==> config.mk <==
export PLATFORM = sky130hd
export DESIGN_NAME = level_sequencer
export DESIGN_NICKNAME = d
export VERILOG_FILES = /design/src/rtl/level_sequencer.sv
export SDC_FILE = /design/constraint.sdc
export NUM_CORES = 1
export LEC_CHECK = 0
export BUFFER_PORTS_ARGS = -buffer_cell sky130_fd_sc_hd__buf_2
export CAP_MARGIN = 30
export CORE_ASPECT_RATIO = 1.75
export CORE_UTILIZATION = 45
export DETAILED_ROUTE_END_ITERATION = 12
export PLACE_DENSITY_LB_ADDON = 0.25
export SLEW_MARGIN = 20
export SYNTH_ARGS = -nofsm -noshare
export SYNTH_HDL_FRONTEND = slang
export SYNTH_SLANG_ARGS = --single-unit
export TNS_END_PERCENT = 30
==> constraint.sdc <==
create_clock -name vga_clock -period 1.82 [get_ports vga_clock]
set_input_delay 0.182 -clock vga_clock [delete_from_list [all_inputs] [get_ports vga_clock]]
set_output_delay 0.182 -clock vga_clock [all_outputs]
set_load 0.01 [all_outputs]
==> src/rtl/level_sequencer.sv <==
// Game-flow sequencer: picks the live level, holds all other levels in reset,
// and steps through win/lose holds, lives, game over and victory.
module level_sequencer #(
  parameter int NUM_LEVELS   = 3,
  parameter int START_LIVES  = 3,
  parameter int PAUSE_CYCLES = 50_000_000,
  parameter int RESET_CYCLES = 4,
  localparam int SEL_W   = (NUM_LEVELS > 1) ? $clog2(NUM_LEVELS) : 1,
  localparam int LIVES_W = (START_LIVES > 1) ? $clog2(START_LIVES + 1) : 1
) (
  input  logic                  vga_clock,
  input  logic                  reset,
  input  logic                  start,
  input  logic [NUM_LEVELS-1:0] level_win,
  input  logic [NUM_LEVELS-1:0] level_lose,
  output logic [NUM_LEVELS-1:0] level_reset_n,
  output logic [SEL_W-1:0]      level_select,
  output logic [LIVES_W-1:0]    lives,
  output logic [2:0]            state,
  output logic                  game_over,
  output logic                  victory
);

  // state     | meaning
  // TITLE     | attract screen, every level held in reset
  // LOAD      | selected level held in reset for RESET_CYCLES
  // PLAY      | selected level live, its win/lose flags watched
  // WIN_HOLD  | result frozen on screen, then next level or victory
  // LOSE_HOLD | result frozen on screen, then retry or game over
  // GAME_OVER | end screen, start begins a new game
  // VICTORY   | end screen, start begins a new game

  localparam int PAUSE_W = (PAUSE_CYCLES > 1) ? $clog2(PAUSE_CYCLES) : 1;
  localparam int LOAD_W  = (RESET_CYCLES > 1) ? $clog2(RESET_CYCLES) : 1;

  localparam logic [PAUSE_W-1:0] PAUSE_TC   = PAUSE_W'(PAUSE_CYCLES - 1);
  localparam logic [LOAD_W-1:0]  LOAD_TC    = LOAD_W'(RESET_CYCLES - 1);
  localparam logic [SEL_W-1:0]   LAST_SEL   = SEL_W'(NUM_LEVELS - 1);
  localparam logic [LIVES_W-1:0] FULL_LIVES = LIVES_W'(START_LIVES);

  typedef enum logic [2:0] {
    S_TITLE     = 3'd0,
    S_LOAD      = 3'd1,
    S_PLAY      = 3'd2,
    S_WIN_HOLD  = 3'd3,
    S_LOSE_HOLD = 3'd4,
    S_GAME_OVER = 3'd5,
    S_VICTORY   = 3'd6
  } state_t;

  state_t                state_q, state_d;
  logic [SEL_W-1:0]      sel_q, sel_d;
  logic [LIVES_W-1:0]    lives_q, lives_d;
  logic [PAUSE_W-1:0]    pause_cnt;
  logic [LOAD_W-1:0]     load_cnt;
  logic                  start_s1, start_s2, start_s3;
  logic                  start_pulse;
  logic                  win_sel, lose_sel;
  logic                  level_live;
  logic [NUM_LEVELS-1:0] reset_n_d;

  assign start_pulse = start_s2 & ~start_s3;
  assign win_sel     = level_win[sel_q];
  assign lose_sel    = level_lose[sel_q];

  always_comb begin
    state_d = state_q;
    sel_d   = sel_q;
    lives_d = lives_q;
    case (state_q)
      S_TITLE: begin
        if (start_pulse) state_d = S_LOAD;
      end
      S_LOAD: begin
        if (load_cnt == LOAD_TC) state_d = S_PLAY;
      end
      S_PLAY: begin
        // win wins a same-cycle tie with lose
        if (win_sel) begin
          state_d = S_WIN_HOLD;
        end else if (lose_sel) begin
          state_d = S_LOSE_HOLD;
          if (lives_q != '0) lives_d = lives_q - LIVES_W'(1);
        end
      end
      S_WIN_HOLD: begin
        if (pause_cnt == PAUSE_TC) begin
          if (sel_q == LAST_SEL) begin
            state_d = S_VICTORY;
          end else begin
            sel_d   = sel_q + SEL_W'(1);
            state_d = S_LOAD;
          end
        end
      end
      S_LOSE_HOLD: begin
        if (pause_cnt == PAUSE_TC) state_d = (lives_q == '0) ? S_GAME_OVER : S_LOAD;
      end
      S_GAME_OVER, S_VICTORY: begin
        if (start_pulse) begin
          sel_d   = '0;
          lives_d = FULL_LIVES;
          state_d = S_LOAD;
        end
      end
      default: state_d = S_TITLE;
    endcase
  end

  // Level resets follow the registered state, so they lag a transition by one cycle.
  always_comb begin
    level_live = (state_q == S_PLAY) || (state_q == S_WIN_HOLD) || (state_q == S_LOSE_HOLD);
    reset_n_d  = '0;
    for (int i = 0; i < NUM_LEVELS; i++) begin
      reset_n_d[i] = level_live && (sel_q == SEL_W'(i));
    end
  end

  always_ff @(posedge vga_clock or negedge reset) begin
    if (!reset) begin
      state_q       <= S_TITLE;
      sel_q         <= '0;
      lives_q       <= FULL_LIVES;
      pause_cnt     <= '0;
      load_cnt      <= '0;
      start_s1      <= 1'b0;
      start_s2      <= 1'b0;
      start_s3      <= 1'b0;
      level_reset_n <= '0;
      game_over     <= 1'b0;
      victory       <= 1'b0;
    end else begin
      start_s1      <= start;
      start_s2      <= start_s1;
      start_s3      <= start_s2;
      state_q       <= state_d;
      sel_q         <= sel_d;
      lives_q       <= lives_d;
      load_cnt      <= (state_q == S_LOAD && state_d == S_LOAD) ? load_cnt + LOAD_W'(1) : '0;
      pause_cnt     <= ((state_q == S_WIN_HOLD || state_q == S_LOSE_HOLD) && state_d == state_q)
                       ? pause_cnt + PAUSE_W'(1) : '0;
      level_reset_n <= reset_n_d;
      game_over     <= (state_d == S_GAME_OVER);
      victory       <= (state_d == S_VICTORY);
    end
  end

  assign state        = state_q;
  assign level_select = sel_q;
  assign lives        = lives_q;

endmodule
==> flow_summary.json <==
{
  "status": "finished, violations left",
  "violations": "setup timing",
  "synth_edf_count": 0,
  "total_power_mw": 2.87,
  "relSlewSlack_pct": 70.3,
  "wire_per_inst_um": 15.0,
  "initial_core_util_pct": 46.8,
  "grt_setup_unrepaired": "true",
  "io_buffers": 20,
  "maxCapViolations": 0,
  "grt-ovfl-total": 0,
  "cp_data_required_time_ns": 2.03,
  "htreeDepth": 2,
  "drc": 0,
  "grt_pass1_wl_um": 8820,
  "via_per_inst": 5.43,
  "die_w_um": 56.4,
  "layout-drive-gt1-share_pct": 29.2,
  "ys.flop_type": "dfrtp_1",
  "wl_um": 5290,
  "critPathTopFamily": "simple AND/OR/NAND/NOR gates",
  "hold_viol": 0,
  "cts_tree": "built",
  "clkSinkCount": 43,
  "core_area_mm2": 0.00498,
  "postRouteAntennaNets": 0,
  "clock_skew_ns": 0.00221,
  "postSynthCellCount": 236,
  "final_cell_count_no_fill": 352,
  "track_usage_pct": 21.1,
  "synth_compound_area_share_pct": 10.2,
  "syn_area_per_cell_um2": 9.86,
  "antenna_found_initial": 0,
  "max_freq_ghz": 0.538,
  "drt-initial-drc-count": 82,
  "power_density_mw_per_mm2": 963,
  "period_minus_slack_ns": 1.86,
  "clk_latency_ns": 0.29,
  "synth-simple-area-share_pct": 28.5,
  "synth_fp_nets": 251,
  "io_pins": 21,
  "path_clk_slew_ns": 0.07,
  "place_area_mm2": 0.00281,
  "area_growth_pct": 28.1,
  "yosys.area_share.adder_pct": 3.23,
  "synth-seq-cells": 43,
  "gp_congestion": 0.818,
  "synthDistinctLibCells": 52,
  "yosys-mux-area-fraction_pct": 1.29,
  "finalSetupViolCount": 5,
  "syn_area_mm2": 0.00233,
  "dp.cells": 341,
  "path_cells": "ha_2 > and4_4 > nand2_4 > or4_4 > nor3_4 > mux2i_1",
  "setup_tns_ns": -0.165,
  "cts_root_buffer": "clkbuf_8",
  "grt_start_max_net_pins": 44,
  "vias": 1912,
  "num_rows": 34,
  "numCtsBuffers": 5,
  "dp_hpwl_um": 4010,
  "critical_path_class": "reg -> reg",
  "ctsLongestPathBuffers": 2,
  "crit_slowest_cell": "or4_4",
  "worst_slack_ns": -0.0393,
  "grt_pass1_vias": 1955,
  "synth-xor-area-share_pct": 7.53,
  "hold_path_class": "reg -> reg",
  "p_leak_nw": 1.30,
  "max-vdd-ir-drop_mv": 1.06,
  "synthArstFlopShare_pct": 100,
  "chipHeight_um": 97.1,
  "critPathMaxStageDelay_ns": 0.53,
  "slew_viol_final": 0,
  "end_kind": "flop",
  "utilization_pct": 59.9,
  "dr.pass1.iters": 4,
  "die_area_mm2": 0.00547,
  "worst-path-buf-inv": 0,
  "post-route-period-util_pct": 102,
  "final_cell_area_mm2": 0.00298,
  "antenna_cells": 0,
  "seq_area_frac_synth_pct": 46.3,
  "tightest_slew_ns": 0.445,
  "fin_nets": 312,
  "startpoint_type": "flop",
  "dp_slack_ns": -0.0800,
  "timing.hold.ws_ns": 0.364,
  "synth_top_family_by_area": "simple AND/OR/NAND/NOR gates",
  "synth-warning-count": 0,
  "critical_path_arrival_ns": 2.07,
  "path_max_fanout": 6
}
==> registers in the layout, indices dropped and copies added, names as in the netlist <==
signal	cells
pause_cnt	26
start_s2	1
lives	2
start_s3	1
load_cnt	2
state	3
victory	1
level_select	2
start_s1	1
level_reset_n	3
game_over	1
==> worst paths after layout <==
check / start / endpoint / slack, ns / depth (start not counted)
max: pause_cnt[1] / level_select[0] / -0.04 / 6
min: start_s1 / start_s2 / 0.36 / 0
max reg2reg: pause_cnt[1] / level_select[0] / -0.04 / 6
min reg2reg: start_s1 / start_s2 / 0.36 / 0
max in group asynchronous: reset / lives[1] / 1.17 / 3
min in group asynchronous: reset / start_s3 / 0.39 / 3
==> cell families (layout without fill, tap and decap cells) <==
logic type      after synthesis  in the layout
simple gates                115            115
flops                        43             43
compound gates               32             32
xor+xnor                     20             20
buf+inv                      17             79
fa+ha+maj                     6              6
mux                           3              3
==> cells in the final DEF, fill, tap and decap left out, types with 3 or more instances in the layout <==
cell type  instances
o21ai_0            6
clkbuf_8           7
and3_1             5
nor2_1            29
nor3_1             4
buf_2             20
mux2i_1            3
nand2_1           13
xor2_1             9
nor2b_1            6
nand4_1            6
xnor2_1           11
and4_4             3
buf_4             35
and2_1             4
ha_1               5
nor4_1             5
inv_1             10
buf_12             3
or3_1              6
nand3_1           12
a21oi_1            7
dfrtp_1           40
nand2b_1           3
==> final cells by class <==
cell class	count	area [um^2]
multi-input combinational	176	1240
timing repair buffer	61	454
fill	414	2000
tap	54	67.6
clock buffer	8	100
sequential	43	1080
inverter	10	37.5
==> power by group <==
group          internal (mW)  total, mW  switching [mW]
combinational          0.500       1.09           0.595
sequential              1.06       1.12          0.0604
clock                  0.346      0.656           0.310
total                   1.91       2.87           0.965
==> synth_stat cells (3+ instances only) <==
library cell / instances / share of area [%]
dfrtp_1: 41 / 44
nand2b_1: 3 / 0.81
mux2i_1: 3 / 1.3
clkbuf_1: 5 / 0.81
o21ai_0: 8 / 1.7
and3_1: 5 / 1.3
nand4_1: 6 / 1.6
nand2_1: 13 / 2.1
or3_1: 6 / 1.6
a21oi_1: 7 / 1.5
nor2_1: 29 / 4.7
nor2b_1: 6 / 1.6
nor3_1: 4 / 0.86
ha_1: 6 / 3.2
xor2_1: 9 / 3.4
nor4_1: 5 / 1.3
and2_1: 4 / 1.1
nand3_1: 12 / 2.6
xnor2_1: 11 / 4.1
inv_1: 10 / 1.6
==> worst reg2reg max path, stage by stage, from the launching register on <==
cell and delay [ns]:
dfrtp_1 0.36, ha_2 0.18, and4_4 0.25, nand2_4 0.07, or4_4 0.53, nor3_4 0.18, mux2i_1 0.21
==> repair_timing <==
item | in CTS | in global routing
endpoints found under the setup margin | 5 | 33
endpoints found under the hold margin | 42 | 0
hold buffers | 2 | 0
gates resized for setup | 4 | 6
buffers inserted | 1 | 0
gates cloned | 0 | 0
pin swaps | 5 | 6
==> routing by layer <==
metal | vias up | routed length (um) | GRT usage [%]
li1 | 961 | - | -
met1 | 907 | 1970 | 21.1
met2 | 32 | 3040 | 41.0
met3 | 12 | 117 | 3.20
met4 | 0 | 156 | 9.38
met5 | - | 0 | 0
Note: power is estimated with default switching activity, not from simulation.
